<file path="src/rtl/pc_fetch.sv">
// pc_fetch: PC register and req/ack instruction fetch sequencer; define FETCH_CNT_EN to count accepted instructions on fetch_cnt
module pc_fetch #(
  parameter logic [29:0] RESET_PC = 30'h0000_0C00,
  parameter int          TIMEOUT  = 16
) (
  input  logic        clk,
  input  logic        rst,
  input  logic [29:0] newpc,
  output logic [29:0] pcout,
  output logic        im_req,
  output logic [29:0] im_addr,
  input  logic        im_ack,
  input  logic [31:0] im_rdata,
  output logic [31:0] instr,
  output logic        instr_valid,
  input  logic        instr_ready,
  output logic        im_err,
  output logic [31:0] fetch_cnt
);
  typedef enum logic [1:0] {IDLE, FETCH, VALID, ERR} state_t;
  state_t state, state_nxt;
  logic [15:0] timer;
  logic ack_edge, accept, tmo;
  assign ack_edge    = state == FETCH && im_ack;
  assign accept      = state == VALID && instr_ready;
  assign tmo         = state == FETCH && !im_ack && timer == 16'(TIMEOUT - 1);
  assign im_req      = state == FETCH;
  assign instr_valid = state == VALID;
  assign im_err      = state == ERR;
  assign im_addr     = pcout;
  always_comb begin
    state_nxt = state;
    state_nxt = state == IDLE ? FETCH : ack_edge ? VALID : tmo ? ERR : accept ? FETCH : state;
  end
  always_ff @(posedge clk) begin
    if (rst) begin
      state <= IDLE;
      pcout <= RESET_PC;
      instr <= '0;
      timer <= '0;
    end else begin
      state <= state_nxt;
      if (ack_edge) begin
        instr <= im_rdata;
        timer <= '0;
      end else if (state == FETCH) begin
        timer <= timer + 16'd1;
      end
      if (accept) pcout <= newpc;
    end
  end
`ifdef FETCH_CNT_EN
  always_ff @(posedge clk) fetch_cnt <= rst ? '0 : fetch_cnt + 32'(accept);
`else
  assign fetch_cnt = '0;
`endif
endmodule

</file>
<file path="config.mk">
export PLATFORM = sky130hd
export DESIGN_NAME = pc_fetch
export DESIGN_NICKNAME = d
export VERILOG_FILES = /design/src/rtl/pc_fetch.sv
export SDC_FILE = /design/constraint.sdc
export NUM_CORES = 1
export LEC_CHECK = 0
export BUFFER_PORTS_ARGS = -buffer_cell sky130_fd_sc_hd__buf_4
export CORE_ASPECT_RATIO = 1.25
export CORE_MARGIN = 2
export CORE_UTILIZATION = 44
export DETAILED_ROUTE_END_ITERATION = 16
export PLACE_DENSITY = 0.78
export SYNTH_ARGS = -nofsm -noshare
export SYNTH_HDL_FRONTEND = slang
export SYNTH_SLANG_ARGS = --single-unit
</file>
<file path="constraint.sdc">
create_clock -name clk -period 2.1 [get_ports clk]
set_input_delay 0.42 -clock clk [delete_from_list [all_inputs] [get_ports clk]]
set_output_delay 0.42 -clock clk [all_outputs]
set_load 0.01 [all_outputs]
</file>
Yosys cells after proc, flatten, opt, wreduce, memory -nomap -nowiden --
Cells that the tools add are included.
Operators by class: reduce and logical (&&, ||, !) cells 10, shift operators 0, $add $sub $neg 1, muxes and demuxes 4, equal/unequal tests 4, $mul 0, bitwise logic cells 0, order comparisons 0, divide/modulo/power cells 0
Operators by type and width (number):
- adder 16 x 1 -> 16 bit, second input constant | 1
- == test 16 x 4 -> 1 bit, second input constant | 1
- 2-to-1 mux 2 bit | 3
- == test 2 bit, second input constant | 2
- logical AND 1 bit | 4
- nonzero test 4 bit | 1
- OR reduction 2 bit | 2
- nonzero test 3 bit | 1
- == test 2 x 1 -> 1 bit, second input constant | 1
- logical NOT 2 bit | 1
- logical NOT 1 bit | 1
- 2-to-1 mux 1 bit | 1
Word-level totals: input bits 66, memories 0, bits in latches 0, output and inout bits 127, bits in writable memories 0, memory bits (read-only) 0, register bits 80, logic and storage cells 24

Longest topological paths before layout --
Gate-level depths: netlist (run 1).
depth after elaboration 6, depth in mapped cells 7, depth with buffers taken out 5

Worst setup path after synthesis (run 1) --
OpenSTA, ideal clock, no wires.
kind register -> register, start point reg state[0], end point reg timer[15], buffers on the path 1, required time 2.030 ns, stages on the path, launching flop included 6, library setup time 0.070 ns, slack 0.644 ns, arrival time 1.386 ns, period minus slack after synthesis 1.456 ns, cell sequence dfxtp_1 > nor2b_1 > buf_4 > nand3_1 > or4_1 > a21oi_1
Between the ends: cells in the longest elaborated chain, start to end 3
Ends and longest elaborated chain:
- start: declaration | RTL line 21 | state_t state, state_nxt;
- start signal: assignment | RTL line 42 | state <= state_nxt;
- == test 2 x 1 -> 1 bit (*)
- named net im_req | RTL line 10 | output logic im_req,
- logical AND 1 bit | RTL line 24 | assign ack_edge = state == FETCH && im_ack;
- OR reduction 2 bit (no source line)
- end signal: assignment | RTL line 47 | timer <= timer + 16'd1;
- end: declaration | RTL line 22 | logic [15:0] timer;
The timed path passes the listed nets; every way through them passes the cells marked *. A chain may end at the register's enable or synchronous reset.

Worst setup path in the final report (run 1) --
start point reg state[0], end point out im_req
Between the ends: cells in the longest elaborated chain, start to end 1
Ends and longest elaborated chain:
- == test 2 x 1 -> 1 bit | RTL line 27 | assign im_req = state == FETCH;
- end: declaration | RTL line 10
No other way between the ends.

==> results of run 1 <==
kinds of logic after synthesis:
| kind of cell | after synthesis |
|---|---|
| other cells | 1 |
| flops | 80 |
| fa+ha+maj | 1 |
| xor+xnor | 11 |
| buf+inv | 87 |
| compound gates | 71 |
| mux | 1 |
| simple gates | 182 |
synthesized netlist by cell type:
cell type,instances
nand2_1,131
dfxtp_1,80
a21oi_1,66
buf_4,63
clkbuf_1,16
nor2_1,13
xnor2_1,7
buf_2,5
nand3_1,5
nand4_1,5
nor3_1,4
nor4_1,4
o21ai_0,4
xor2_1,4
and2_1,3
and3_1,2
inv_1,2
nand3b_1,2
nand4b_1,2
or3_1,2
and2b_1,1
and4_4,1
buf_1,1
conb_1,1
ha_1,1
mux2i_1,1
nand2b_1,1
nand4_4,1
nor2b_1,1
nor3b_1,1
o31ai_1,1
or2_1,1
or3_2,1
or4_1,1
placed cells by master, fill, tap and decap left out, types with 3 or more instances in the layout:
master,n
nor4_1,4
clkinvlp_4,3
xnor2_1,7
nand2_1,131
nor2_1,13
buf_4,166
nor3_1,4
nand4_1,5
a21oi_1,66
dfxtp_1,80
xor2_1,4
clkbuf_8,9
nand3_1,5
o21ai_0,4
and2_1,3
conb_1,32
registers in the layout, summed over array words and instances (netlist names):
| name | flops |
|---|---|
| im_addr | 30 |
| instr | 32 |
| timer | 16 |
| state | 2 |
critical path: cells and delay by family (launching register included):
family	cells	cell delay, ps
flops	1	410
buf+inv	2	330
simple gates	1	200
worst min-delay path by stage:
stage / end / slack [ps] / cells after the start
finish: im_addr[11] / 290 / 3
global route: im_addr[11] / 280 / 3
CTS: im_addr[11] / 280 / 3
detailed placement: instr[27] / 450 / 2
global placement: instr[23] / 440 / 2
floorplan: timer[15] / 450 / 2
layer usage:
layer	routed length [um]	part of all wire	vias up
met4	149	0.018	0
met1	3130	0.38	1393
met3	639	0.078	12
met5	0	0	-
met2	4290	0.52	121
li1	-	-	1557
power by group:
part           switching (mW)  internal [mW]
Clock                   0.543          0.548
Sequential             0.0318           1.56
Combinational           0.185          0.184
through the flow:
step	setup slack [ps]	std cells
6_report	399	657
5_1_grt	337	657
4_1_cts	384	657
2_1_floorplan	644	465
3_5_place_dp	508	641
3_3_place_gp	591	641
cell type report:
type | count | area [sq um] | area share
sequential | 80 | 1600 | 0.351
tap | 95 | 119 | 0.0261
clock buffer | 11 | 131 | 0.0288
clock inverter | 5 | 57.6 | 0.0126
timing repair buffer | 166 | 1250 | 0.273
multi-input combinational | 298 | 1400 | 0.306
inverter | 2 | 7.51 | 0.00165
==> results.md, run 1 <==
- Final Util: 0.592
- Mux contribution to synthesized area: 0.00290
- Post-route antenna net violation count: 0
- Netlist cell types: 34
- Synthesized area: between 3000 and 4000 sq um
- Global route hottest layer: met2
- Cell Pwr Density: around 670 nW/um^2
- Pins over their slew limit: 0
- Final hold vios: 0
- Slew margin rel.: 0.584
- Crit path cell chain: nor2b_1, buf_4, buf_4
- Post-CTS Hold Fix Bufs: 0
- Drt pass-1 iters: 4
- Power Total: between 3 and 4 mW
- Synth Warn #: 0
- Clk slew on worst S/H paths: around 80 ps
- CTS Root Cell: clkbuf_8
- WP data arrival: 1280 ps
- Met2 GRT Util: 0.320
- Largest net degree at the start of global routing: 36
- Clk sinks: 80
- DP Area: approximately 4400 sq um
- Max Fclk: around 0.6 GHz
- Vias: between 3k and 4k
- Adder-Cell Fraction of Synth Area: 0.00363
- R2r setup slk: approximately 520 ps
- Total CTS buffers: 9
- Setup Viol. Count Final: 0
- Critical path required time: approximately 1700 ps
- Max incr delay on CP: 410 ps
- Reg2Reg Depth: 4
- Fillers: 743
- Critical Path End: im_req
- Peak VDD IR: about 0.00050 V
- Compound-Gate Fraction of Synth Area: 0.104
- Vias in the first global route: between 2k and 3k
- Largest family of logic cells by synthesized area: simple AND/OR/NAND/NOR gates
- CP endpoint kind: primary output
- Critical-path top delay cell: dfxtp_1
- Site Rows: 36
- Clk buf depth: 2
- Leading area contributor after synthesis: dfxtp_1
- Max cap viols: 0
- # resized after CTS: 0
- Clock Latency Late Sink: between 300 and 400 ps
- First-pass GRT wire length: about 12,000 um
- Fin area: ~4600 sq um
- Die Y: between 100 and 150 um
- Worst hold margin: 285 ps
- P&R area growth vs syn: 32.1%
- Top fanout value on the critical path: 9
- Syn Inst Count: 434
- Post-DP HPWL: slightly above 6000 um
- Crit path launch type: register
- Core footprint: 7700 sq um
- Period utilisation layout: 0.810
- Crit Path Category: register to primary output
- Io pins: around 190
- RR Startpoint: timer[7]
- GR Util met3: 0.0536
- Initial Util: 0.448
- Die footprint: 8570 sq um
- Final Wtd Congestion: between 0.8 and 0.9
- Setup TNS: 0 ps
- Top-area cell type share of the netlist area: 0.464
- CTS H-tree lvls: 3
- Worst R2R End: timer[15]
- Synth Area in Simple Gates: 0.232
- Final #Nets: roughly 620
- GRT met1 Usage: 0.195
- Most used cell, CP: buf_4
- Min-delay worst type: primary input to register
- Avg Synthesized Cell Area: between 7 and 8 sq um
- Routed WL: just over 8000 um
- Die X-Extent: roughly 83 um
- Sequential share of the synthesized area: 0.464
- Port-buffer cells: 160
- Post-CTS Setup Bufs: 0
- Drt first-iter violations: approximately 110
- Vias per inst: between 4 and 5
- RSZ-0062 raised after global routing: false
- Gr ovfl total: 0
- Fin crit period: about 1700 ps
- #FFs+latches synth: 80
- Wire per inst: about 12 um
- Run status: finished clean
- Xor/xnor share of the synthesized area: 0.0279
- Ant diodes: 0
- CP startpoint: state[0]
- Static Leak: 2.01 nW
- Area contributors post-synth: dfxtp_1 46%, nand2_1 14%, buf_4 14%
- Worst Hold Launch: newpc[11]
- Worst clock skew: approximately 11 ps
- Slew of the pin with the lowest slew margin: between 600 and 700 ps
- Antenna violations before repair: 0
- Share of layout cells above drive strength 1: 0.326
- CTS tree: done
- GR Util All Layers: 0.179
- DRC: 0
(Power assumes the default switching activity.)
==> inputs of run 2 (changes only) <==
clock period = 1.7 ns   (was 2.1 ns; I/O delays follow)
==> run 2 against run 1 <==
Hold slack got worse by 73 ps. Power rose by 28%. Combinational power rose by 27%. Wire length is 0.76% higher. Die area stayed put. Clock power rose by 35%. Largest cell class unchanged. Largest power group unchanged. Global-route usage rose by 0.62 points. Critical endpoint is now timer[12].
==> results.md, run 2 (synthesized netlist as in run 1, its figures left out) <==
- Run status: finished clean
- Post-CTS Hold Fix Bufs: 0
- Worst Hold Launch: newpc[10]
- Power Total: 3.91 mW
- Peak VDD IR: approximately 0.00073 V
- Routed WL: just over 8000 um
- Post-DP HPWL: ~6200 um
- Vias in the first global route: around 2.8k
- Pre-CTS WS: 93.9 ps
- CP endpoint kind: register
- Fin area: approximately 4600 sq um
- Worst R2R End: timer[12]
- Register area: around 1600 sq um
- Clk slew on worst S/H paths: 80 ps
- Static Leak: around 2.1 nW
- Post-CTS Setup Bufs: 0
- Clock Latency Late Sink: 350 ps
- Final hold vios: 0
- Die X-Extent: roughly 83 um
- Fillers: 740
- Port-buffer cells: 160
- Final Wtd Congestion: just over 0.8
- Die Y: roughly 100 um
- Worst clock skew: approximately 12 ps
- Site Rows: 36
- # resized after CTS: 0
- WP data arrival: 1880 ps
- Worst setup margin: a little over 90 ps
- Setup Viol. Count Final: 0
- Final Util: 0.602
- DP Area: between 4000 and 5000 sq um
- Vias: 3,075
- CTS tree: done
- RR Startpoint: timer[1]
- Crit Path Category: register to register
- CP startpoint: timer[1]
- Cell Pwr Density: approximately 840 nW/um^2
- Clock group share of total power: 0.375
- Min-delay worst type: primary input to register
- Most frequent cells in the layout: 167 x buf_4, 131 x nand2_1, 78 x dfxtp_1
- Final Instance Count excl. Fillers: 660
- Sequential power share: 0.505
- Wire per inst: 12.5 um
- Fin crit period: approximately 1600 ps
- Clk buf depth: 2
- Antenna violations before repair: 0
- CTS Root Cell: clkbuf_8
- Biggest register: instr
- Gr ovfl total: 0
- Final #Nets: roughly 630
- P&R area growth vs syn: 34.3%
- Initial Util: 0.448
- Vias per inst: approximately 4.7
- Core footprint: roughly 7700 sq um
- Critical Path End: timer[12]
- Total CTS buffers: 9
- Most common cell after layout, fill and taps aside: buf_4
- DRC: 0
- Period utilisation layout: 0.947
- Post-route antenna net violation count: 0
- Reg2Reg Depth: 5
- Net Sw Frac: 0.248
- Multi-input logic area: between 1000 and 1500 sq um
- NetSw: slightly below 1 mW
- CTS H-tree lvls: 3
- Share of layout cells above drive strength 1: 0.336
- Max cap viols: 0
- Power share of the combinational group: 0.120
- Max Fclk: ~0.62 GHz
- Pins over their slew limit: 0
- Placed Instances: between 600 and 700
- R2r setup slk: just over 90 ps
- Critical path required time: a little under 2000 ps
- Int Pwr: 2.94 mW
- Die footprint: roughly 8600 sq um
- Drt pass-1 iters: 4
- Max FFs per register: 32
- First-pass GRT wire length: roughly 13,000 um
- Io pins: roughly 190
- GR Util All Layers: 0.185
- Crit path launch type: register
- Drt first-iter violations: 120
- RSZ-0062 raised after global routing: true
- Largest net degree at the start of global routing: 39
- Ant diodes: 0
- Top fanout value on the critical path: 4
- Clk sinks: 80
==> run 2: cell types whose count changed in the layout (fill, tap and decap cells not counted), sizes merged <==
cell      previous run  this run
buf                166       169
inv                  2         4
clkinv               1         0
clkinvlp             3         2
==> run 2: final cells by class <==
type,instances,share of cell area
multi-input cells,298,0.301
clock inverters,5,0.0135
well taps,95,0.0256
flip-flops and latches,80,0.346
repair buffers,169,0.279
inverters,2,0.00162
clock buffers,11,0.0327
==> run 2: metrics by stage <==
stage	setup TNS, ps	hold WS, ps
6_report	0	212
5_1_grt	-6.36	202
4_1_cts	0	202
3_5_place_dp	0	450
3_3_place_gp	0	442
2_1_floorplan	0	452
==> run 2: worst max-delay path, stage by stage (launching register included) <==
cell      delay (ps)
dfxtp_1          380
ha_1             210
nand4b_1         190
or2_1            300
or3_1            310
a21oi_1          150
==> run 2: power groups by stage <==
stage / clock network, mW / registers (mW) / logic, mW
2_1_floorplan: 0 / 2.03 / 0.260
3_3_place_gp: 0 / 2.01 / 0.464
3_5_place_dp: 0 / 2.01 / 0.471
4_1_cts: 1.51 / 1.97 / 0.473
5_1_grt: 1.60 / 1.98 / 0.515
6_report: 1.47 / 1.97 / 0.469
==> run 2: how the worst min path moves through the flow <==
stage               slack (ps)          end  cells after the start
floorplan                  450    timer[15]                      2
global placement           440    instr[27]                      2
detailed placement         450    instr[24]                      2
CTS                        200  im_addr[10]                      3
global route               200  im_addr[10]                      3
finish                     210  im_addr[10]                      3
==> run 2: routing by layer <==
metal  share of wire  vias up  GRT usage
met5               0        -          0
met4           0.013        0     0.0744
li1                -     1563          -
met2            0.54      122      0.337
met3           0.076       12     0.0552
met1            0.37     1378      0.202
==> inputs of run 3 (changes only) <==
GPL_TIMING_DRIVEN = 0   (was unset)
==> run 3 against run 2 <==
Clock skew down 4.2 ps. Critical path depth down 1. Sequential share of layout area down 3.5 points. Register-to-register slack better by 30 ps. Clock power up 22%. Combinational power up 16%. Non-clock buffer count up 74. Cell area up 11%. Wire length up 8.0%. Die area unchanged. Power up 10%.
==> results.md, run 3 (synthesized netlist as in run 1, its figures left out) <==
- Core footprint: ~7700 sq um
- CP startpoint: timer[7]
- Die Y: roughly 100 um
- Port-buffer cells: 159
- Final Instance Count excl. Fillers: ~730
- Setup TNS: 0 ps
- Run status: finished clean
- R2r setup slk: between 100 and 150 ps
- Net Sw Frac: 0.222
- Period utilisation layout: 0.926
- Clock Latency Late Sink: 350 ps
- Final #Nets: between 700 and 800
- Max Fclk: 0.635 GHz
- WP data arrival: approximately 1900 ps
- RR Startpoint: timer[7]
- CTS Root Cell: clkbuf_8
- Drt pass-1 iters: 4
- Biggest register: instr
- Min-delay worst type: primary input to register
- Int Pwr: roughly 3.4 mW
- Pre-CTS WS: ~74 ps
- Peak VDD IR: 0.000758 V
- Post-CTS Hold Fix Bufs: 0
- First-pass GRT wire length: ~14,000 um
- Wire per inst: 12.2 um
- Vias per inst: ~4.6
- Most frequent cells in the layout: 223 x buf_4, 130 x nand2_1, 79 x dfxtp_1
- P&R area growth vs syn: 49.4%
- Final Wtd Congestion: 0.849
- DRC: 0
- Placed Instances: between 700 and 800
- Worst clock skew: around 7.6 ps
- Vias in the first global route: roughly 3.1k
- Clk buf depth: 2
- GR Util All Layers: 0.199
- Static Leak: 2.40 nW
- Total CTS buffers: 9
- Post-DP HPWL: 7070 um
- Sequential power share: 0.457
- Io pins: around 190
- # resized after CTS: 0
- Max cap viols: 0
- Gr ovfl total: 0
- Fin crit period: approximately 1600 ps
- Die X-Extent: 83.2 um
- Drt first-iter violations: approximately 110
- Clk slew on worst S/H paths: roughly 80 ps
- Post-route antenna net violation count: 0
- Site Rows: 36
- NetSw: approximately 0.96 mW
- Top fanout value on the critical path: 6
- Max FFs per register: 32
- Post-CTS Setup Bufs: 0
- RSZ-0062 raised after global routing: false
- Cell Pwr Density: 837 nW/um^2
- Final hold vios: 0
- Critical path required time: between 1500 and 2000 ps
- Clk sinks: 80
- Final Util: 0.669
- Routed WL: 8930 um
- Pins over their slew limit: 0
- Ant diodes: 0
- Reg2Reg Depth: 4
- Initial Util: 0.448
- Crit Path Category: register to register
- Vias: between 3k and 4k
- Critical Path End: timer[15]
- Setup Viol. Count Final: 0
- Clock group share of total power: 0.417
- Share of layout cells above drive strength 1: 0.387
- CP endpoint kind: register
- Largest net degree at the start of global routing: 14
- Die footprint: ~8600 sq um
- CTS H-tree lvls: 3
- Worst R2R End: timer[15]
- Antenna violations before repair: 0
- Crit path launch type: register
- Worst setup margin: about 130 ps
- Most common cell after layout, fill and taps aside: buf_4
- Power share of the combinational group: 0.126
- Worst hold margin: 199 ps
- CTS tree: done
[run 3: power groups by stage]
stage	clock network, mW	registers [mW]	logic (mW)
after detailed placement	0	2.01	0.542
after floorplan	0	2.03	0.260
after global routing	1.91	1.98	0.603
after CTS	1.83	1.97	0.544
final	1.80	1.97	0.545
after global placement	0	2.01	0.533
[run 3: layer usage]
| layer | global-route usage | share of wire |
|---|---|---|
| met1 | 0.206 | 0.37 |
| met2 | 0.373 | 0.53 |
| met3 | 0.0608 | 0.081 |
| met4 | 0.0908 | 0.019 |
| met5 | 0 | 0 |
[run 3: cell type report]
class | instances | area (sq um)
buffer | 84 | 568
clock buffer | 11 | 131
clock inverter | 5 | 129
fill | 689 | 2550
inverter | 2 | 7.51
multi-input combinational | 298 | 1400
sequential | 80 | 1600
tap | 95 | 119
timing repair buffer | 159 | 1190
[run 3: how the worst min path moves through the flow]
stage / depth (start not counted) / endpoint / startpoint
after floorplan: 2 / timer[15] / timer[15]
after global placement: 2 / instr[24] / instr[24]
after detailed placement: 2 / instr[7] / instr[7]
after CTS: 3 / im_addr[11] / newpc[11]
after global routing: 3 / im_addr[11] / newpc[11]
final: 3 / im_addr[11] / newpc[11]
[run 3: critical path, stage by stage, from the launching register on]
cell     delay (ps)
dfxtp_1         430
and4_4          280
nand4_4         120
or4_1           530
a21oi_1         150
[run 3: metrics by stage]
| stage | power [mW] | cell area (sq um) |
|---|---|---|
| after floorplan | 2.29 | 3570 |
| after global placement | 2.54 | 4880 |
| after detailed placement | 2.55 | 4880 |
| after CTS | 4.34 | 5140 |
| after global routing | 4.49 | 5150 |
| final | 4.31 | 5150 |
